[src/rtl/rx_ctrl_pkg.sv]
// rtl/rx_ctrl_pkg.sv - shared types and constants for the receive link controller
package rx_ctrl_pkg;

    localparam int PHASE_W = 9;

    typedef enum logic [1:0] {
        CDR_ACQ       = 2'd0,
        COMMA_SEARCH  = 2'd1,
        ALIGN_CONFIRM = 2'd2,
        LINKED        = 2'd3
    } state_t;

    localparam logic [9:0] K28_5_RDN = 10'b0011111010;
    localparam logic [9:0] K28_5_RDP = 10'b1100000101;

    // Magnitude of the circular phase step; a step of exactly half the circle reads as 256.
    function automatic logic [PHASE_W-1:0] phase_abs_delta(input logic [PHASE_W-1:0] cur,
                                                           input logic [PHASE_W-1:0] prev);
        logic [PHASE_W-1:0] d;
        d = cur - prev;
        return d[PHASE_W-1] ? (~d + 1'b1) : d;
    endfunction

endpackage

[src/rtl/rx_link_controller_comma_detect.sv]
// rtl/rx_link_controller_comma_detect.sv - combinational K28.5 search over a 20-bit window
module comma_detect
    import rx_ctrl_pkg::*;
(
    input  logic [19:0] i_window,
    output logic        o_found,
    output logic [3:0]  o_offset
);

    // Scan from the highest offset down so the lowest matching offset is written last.
    always_comb begin
        o_found  = 1'b0;
        o_offset = 4'd0;
        for (int k = 9; k >= 0; k--) begin
            if (i_window[19-k -: 10] == K28_5_RDN || i_window[19-k -: 10] == K28_5_RDP) begin
                o_found  = 1'b1;
                o_offset = 4'(k);
            end
        end
    end

endmodule

[src/rtl/rx_link_controller.sv]
// rtl/rx_link_controller.sv - CDR settle detection, comma alignment and link supervision
module rx_link_controller
    import rx_ctrl_pkg::*;
#(
    parameter int LOCK_WINDOW     = 4,
    parameter int LOCK_CYCLES     = 64,
    parameter int UNLOCK_WINDOW   = 16,
    parameter int COMMA_COUNT     = 3,
    parameter int CONFIRM_TIMEOUT = 128,
    parameter int ERR_LIMIT       = 4,
    parameter int GOOD_RUN        = 16
) (
    input  logic               RxBitCLK_10,
    input  logic               Reset,
    input  logic [PHASE_W-1:0] phase_shift,
    input  logic [9:0]         RxParallel_10,
    input  logic               Decode_Error,
    input  logic               Disparity_Error,
    output logic [3:0]         align_offset,
    output logic               cdr_lock,
    output logic               symbol_lock,
    output logic               link_up,
    output logic [1:0]         state
);

    localparam int SW = $clog2(LOCK_CYCLES + 1);
    localparam int CW = $clog2(COMMA_COUNT + 1);
    localparam int TW = $clog2(CONFIRM_TIMEOUT + 1);
    localparam int EW = $clog2(ERR_LIMIT + 1);
    localparam int GW = $clog2(GOOD_RUN + 1);

    localparam logic [PHASE_W-1:0] LOCK_WIN_C   = PHASE_W'(LOCK_WINDOW);
    localparam logic [PHASE_W-1:0] UNLOCK_WIN_C = PHASE_W'(UNLOCK_WINDOW);
    localparam logic [SW-1:0]      LOCK_CYC_C   = SW'(LOCK_CYCLES);
    localparam logic [CW-1:0]      COMMA_CNT_C  = CW'(COMMA_COUNT);
    localparam logic [TW-1:0]      TIMEOUT_C    = TW'(CONFIRM_TIMEOUT);
    localparam logic [EW-1:0]      ERR_LIMIT_C  = EW'(ERR_LIMIT);
    localparam logic [GW-1:0]      GOOD_RUN_C   = GW'(GOOD_RUN);

    state_t             r_state;
    logic [PHASE_W-1:0] r_last_phase;
    logic [9:0]         r_prev_word;
    logic [SW-1:0]      r_settle_cnt;
    logic [CW-1:0]      r_comma_cnt;
    logic [TW-1:0]      r_timeout_cnt;
    logic [EW-1:0]      r_err_cnt;
    logic [GW-1:0]      r_good_cnt;
    logic [3:0]         r_cand;

    logic [PHASE_W-1:0] w_abs_delta;
    logic               w_settled;
    logic               w_unlock;
    logic               w_found;
    logic [3:0]         w_offset;
    logic               w_err_word;
    logic [SW-1:0]      w_settle_nxt;
    logic [CW-1:0]      w_comma_nxt;
    logic [TW-1:0]      w_timeout_nxt;
    logic [EW-1:0]      w_err_nxt;
    logic [GW-1:0]      w_good_nxt;

    assign w_abs_delta   = phase_abs_delta(phase_shift, r_last_phase);
    assign w_settled     = (w_abs_delta <= LOCK_WIN_C);
    assign w_unlock      = (w_abs_delta > UNLOCK_WIN_C);
    assign w_err_word    = Decode_Error | Disparity_Error;
    assign w_settle_nxt  = r_settle_cnt + 1'b1;
    assign w_comma_nxt   = r_comma_cnt + 1'b1;
    assign w_timeout_nxt = r_timeout_cnt + 1'b1;
    assign w_err_nxt     = r_err_cnt + 1'b1;
    assign w_good_nxt    = r_good_cnt + 1'b1;
    assign state         = r_state;

    comma_detect u_comma_detect (
        .i_window ({r_prev_word, RxParallel_10}),
        .o_found  (w_found),
        .o_offset (w_offset)
    );

    always_ff @(posedge RxBitCLK_10 or posedge Reset) begin
        if (Reset) begin
            r_state       <= CDR_ACQ;
            r_last_phase  <= '0;
            r_prev_word   <= '0;
            r_settle_cnt  <= '0;
            r_comma_cnt   <= '0;
            r_timeout_cnt <= '0;
            r_err_cnt     <= '0;
            r_good_cnt    <= '0;
            r_cand        <= '0;
            align_offset  <= '0;
            cdr_lock      <= 1'b0;
            symbol_lock   <= 1'b0;
            link_up       <= 1'b0;
        end else begin
            r_last_phase <= phase_shift;
            r_prev_word  <= RxParallel_10;
            link_up      <= cdr_lock & symbol_lock;
            // Losing the CDR outranks every other transition, including error-driven drops.
            if (r_state != CDR_ACQ && w_unlock) begin
                r_state       <= CDR_ACQ;
                cdr_lock      <= 1'b0;
                symbol_lock   <= 1'b0;
                r_settle_cnt  <= '0;
                r_comma_cnt   <= '0;
                r_timeout_cnt <= '0;
                r_err_cnt     <= '0;
                r_good_cnt    <= '0;
            end else begin
                case (r_state)
                    CDR_ACQ: begin
                        if (!w_settled) begin
                            r_settle_cnt <= '0;
                        end else if (w_settle_nxt == LOCK_CYC_C) begin
                            r_settle_cnt  <= '0;
                            r_comma_cnt   <= '0;
                            r_timeout_cnt <= '0;
                            cdr_lock      <= 1'b1;
                            r_state       <= COMMA_SEARCH;
                        end else begin
                            r_settle_cnt <= w_settle_nxt;
                        end
                    end
                    COMMA_SEARCH: begin
                        if (w_found) begin
                            r_cand        <= w_offset;
                            r_comma_cnt   <= CW'(1);
                            r_timeout_cnt <= '0;
                            r_state       <= ALIGN_CONFIRM;
                        end
                    end
                    ALIGN_CONFIRM: begin
                        if (w_found) begin
                            r_timeout_cnt <= '0;
                            if (w_offset != r_cand) begin
                                r_cand      <= w_offset;
                                r_comma_cnt <= CW'(1);
                            end else begin
                                r_comma_cnt <= w_comma_nxt;
                                if (w_comma_nxt == COMMA_CNT_C) begin
                                    align_offset <= r_cand;
                                    symbol_lock  <= 1'b1;
                                    r_err_cnt    <= '0;
                                    r_good_cnt   <= '0;
                                    r_state      <= LINKED;
                                end
                            end
                        end else if (w_timeout_nxt == TIMEOUT_C) begin
                            r_timeout_cnt <= '0;
                            r_state       <= COMMA_SEARCH;
                        end else begin
                            r_timeout_cnt <= w_timeout_nxt;
                        end
                    end
                    LINKED: begin
                        if (w_err_word) begin
                            r_good_cnt <= '0;
                            if (w_err_nxt == ERR_LIMIT_C) begin
                                r_err_cnt   <= '0;
                                symbol_lock <= 1'b0;
                                r_state     <= COMMA_SEARCH;
                            end else begin
                                r_err_cnt <= w_err_nxt;
                            end
                        end else if (w_good_nxt == GOOD_RUN_C) begin
                            r_good_cnt <= '0;
                            if (r_err_cnt != '0) r_err_cnt <= r_err_cnt - 1'b1;
                        end else begin
                            r_good_cnt <= w_good_nxt;
                        end
                    end
                    default: r_state <= CDR_ACQ;
                endcase
            end
        end
    end

endmodule

[config.mk]
export PLATFORM = sky130hd
export DESIGN_NAME = rx_link_controller
export DESIGN_NICKNAME = d
export VERILOG_FILES = /design/src/rtl/rx_ctrl_pkg.sv /design/src/rtl/rx_link_controller_comma_detect.sv /design/src/rtl/rx_link_controller.sv
export SDC_FILE = /design/constraint.sdc
export NUM_CORES = 1
export LEC_CHECK = 0
export BUFFER_PORTS_ARGS = -buffer_cell sky130_fd_sc_hd__buf_4
export CORE_AREA = 10 10 100 102
export CTS_BUF_LIST = sky130_fd_sc_hd__clkbuf_8
export DETAILED_ROUTE_END_ITERATION = 8
export DIE_AREA = 0 0 110 112
export PLACE_DENSITY = 0.84
export SYNTH_ARGS = -nofsm -noshare
export SYNTH_HDL_FRONTEND = slang
export SYNTH_SLANG_ARGS = --single-unit
[constraint.sdc]
create_clock -name RxBitCLK_10 -period 4.7 [get_ports RxBitCLK_10]
set_input_delay 0.47 -clock RxBitCLK_10 [delete_from_list [all_inputs] [get_ports RxBitCLK_10]]
set_output_delay 0.47 -clock RxBitCLK_10 [all_outputs]
set_load 0.02 [all_outputs]
==> impl_results.md <==
* Setup TNS Final at 0 ns
* Die Height at 112 microns
* Ys Warns at 0
* Commonest cells in the netlist: dfrtp_1, nand2_1, nor2_1, inv_1
* Met1 Wirelength at 4400 microns
* Peak VDD IR at 0.000144 V
* Slew @ Worst Pin at 0.944 ns
* Min-Delay Path Depth at 1
* Period minus WS final at 4.00 ns
* DR DRC count at 0
* Combinational power share at 20.5%
* Final RePlAce weighted congestion at 0.938
* Clk slew on worst S/H paths at 0.07 ns
* Hold_ws at 0.232 ns
* Startpoint Class: flop
* Row count at 33
* Core box area at 8050 sq um
* Initial DRC count at 267
* DR WL met2 at 4780 microns
* Clock Power Share at 40.7%
* RR Endpoint: r_cand[0]
* GRT Resource Usage Total at 16.4%
* Final setup fails at 0
* Kind of critical path: reg2reg
* Worst Path Arrival at 4.23 ns
* Async set-reset flop share out of synthesis at 100%
* Area leader, netlist: dfrtp_1
* Post-CTS Hold Buffers at 0
* Net Sw Power at 380 uW
* Cells resized by post-CTS repair at 0
* Slew headroom at 36.8%
* CTS Buf Count at 9
* Internal power at 934 uW
* DIE WIDTH at 110 microns
* Most frequent cell after synthesis: dfrtp_1
* Layout cells sized above 1 at 15.5%
* Starting Density at 53.7%
* Critical Path Fanout Max at 13
* H-tree levels at 3
* CTS tree: done
* Sequential power share at 38.8%
* First-pass GRT wire length at 16900 microns
* Fin nets at 543
* Sw frac at 28.9%
* Fin crit share at 85.2%
* Fin. max-slew vios at 0
* Vias per cell at 6.17
* #FFs+latches synth at 57
* RSZ-0062 raised after global routing: no
* Hold EP: r_prev_word[0]
* Via Count at 3743
* Maximum number of pins on one net before global-route repair at 58
* Total length of routed wires at 9720 microns
* Reg2reg path depth at 14
* Status: finished, final reports clean
* DPL Wire Length at 7110 microns
* ANT nets after route at 0
* Power per Cell Area at 271 nW/um^2
* Number of synthesized flops with an enable pin at 0
* Area Overhead vs Synth at 12.1%
* Hold crit path type: in2reg
* Highest routed layer: met4
* Clk_skew at 0.00709 ns
* WL met3 at 362 microns
* RR Startpoint: r_last_phase[0]
* Flop-to-flop setup slack at 0.70 ns
* Port Buf Inserts at 31
* Setup Buffers After CTS at 0
* Tot Pwr at 1.31 mW
* Max Buffers Root-to-Sink at 2
* Sequential fraction of the synthesis area at 33.0%
* Pleak at 2.19 nW
* Hold Crit Start: RxParallel_10[0]
* N_diodes at 0
* I/O Pins at 32
* Root Driver: clkbuf_8
* Die ar. at 12300 sq um
* Detailed Routing Iterations Pass 1 at 4
* Vias in the first global route at 3617
* Area fraction of the dominant cell type after synthesis at 33.0%
* Most common flop cell mapped by yosys: dfrtp_1
* Yosys cell types at 79
* Final Hold Vio Count at 0
* Syn Area/Cell at 9.21 sq um
* Post-DR wirelength/cell at 16.0 microns
* FMAX at 0.250 GHz
* Top cells by area, synth: dfrtp_1, ha_1, nand2_1, nor2_1, nand3_1
* Initial antenna violation count at 0
* Post-Syn Area at 4330 sq um
* Setup crit end kind: flop
* Max-cap violation count at 0
* CTS Sinks at 57
* Synthesized instance count at 470
* Syn Nets at 516
* Required time of the critical path at 4.93 ns
* Total gr overflow at 0
* Later-pin clock latency in the skew report at 0.34 ns
## worst max-delay path, cell delays in order (launching register included)
cell and delay [ns]:
dfrtp_1 0.37, ha_1 0.19, inv_1 0.07, fa_1 0.44
inv_1 0.12, ha_1 0.29, nor3b_1 0.30, mux2i_1 0.19
a211oi_2 0.29, mux2i_1 0.33, o2bb2ai_4 0.19, o211ai_4 0.13
and2_4 0.23, or3_4 0.43, mux2_4 0.31
## stage by stage
step | cells | util [%] | instance area (sq um) | worst slack [ns]
3_5_place_dp | 591 | 57.4 | 4620 | 0.533
3_3_place_gp | 591 | 57.4 | 4620 | 0.626
4_1_cts | 607 | 60.2 | 4850 | 0.713
2_1_floorplan | 470 | - | 4330 | 0.984
5_1_grt | 607 | 60.2 | 4850 | 0.364
6_report | 607 | 60.2 | 4850 | 0.698
## placed cells by master, fill, tap and decap left out, types with 4 or more instances in the layout
master and count:
dfrtp_1 57, nand2_1 34, nor2_1 33, buf_4 32, inv_1 26, nand3_1 22, ha_1 22, a21oi_1 19
o21ai_0 14, nand4_1 14, nor3_1 12, and3_1 12, clkbuf_8 11, nor2b_1 10, o22ai_1 9, nor3b_1 8
a21o_1 7, nand3b_1 7, xnor2_1 6, mux2_2 6, nand4b_1 6, xor2_1 5, nand2b_1 5, a31oi_1 5
o21a_1 5, nor4_1 5, mux2i_1 5, and4b_1 5, nor4b_1 5, and2_1 5, a221o_1 5, or4_1 4
nor4bb_1 4, a22o_1 4
## sequential cells by signal, indices dropped and copies added (netlist names)
name and count:
state 2, cdr_lock 1, r_err_cnt 3, align_offset 4
r_good_cnt 5, r_comma_cnt 2, r_timeout_cnt 8, r_settle_cnt 7
r_prev_word 10, symbol_lock 1, r_cand 4, r_last_phase 9
link_up 1
## power groups by stage
stage	Clock, mW	Sequential (mW)	Combinational [mW]
detailed placement	0	0.519	0.265
global placement	0	0.518	0.263
CTS	0.540	0.510	0.267
global route	0.565	0.511	0.294
finish	0.534	0.510	0.269
floorplan	0	0.513	0.214
## routing by layer
metal,up-vias,GRT usage [%]
met4,0,5.90
met2,69,25.9
met3,17,3.46
li1,1822,-
met1,1835,21.4
met5,-,0
## cell type report
type	instances	area, sq um
sequential	57	1430
inverter	27	101
clock buffer	11	151
tap	105	131
fill	675	3200
clock inverter	5	77.6
multi-input combinational	370	2720
timing repair buffer	32	240
## cell families (layout without fill, tap and decap cells)
logic type / after synthesis / in the layout / synth area share, %
buf+inv: 43 / 75 / 4.16
mux: 14 / 14 / 3.67
simple gates: 210 / 210 / 28.8
xor+xnor: 16 / 16 / 4.25
fa+ha+maj: 23 / 23 / 6.82
compound gates: 107 / 107 / 19.3
flops: 57 / 57 / 33.0
## worst max-delay path by stage
| stage | depth (start not counted) | to | from |
|---|---|---|---|
| global route | 14 | r_timeout_cnt[2] | r_last_phase[0] |
| global placement | 15 | r_cand[3] | phase_shift[0] |
| CTS | 14 | r_cand[0] | r_last_phase[0] |
| floorplan | 14 | r_cand[0] | phase_shift[0] |
| detailed placement | 16 | r_cand[0] | phase_shift[0] |
| finish | 14 | r_cand[0] | r_last_phase[0] |
No activity file was read; power rests on OpenSTA's default activity.
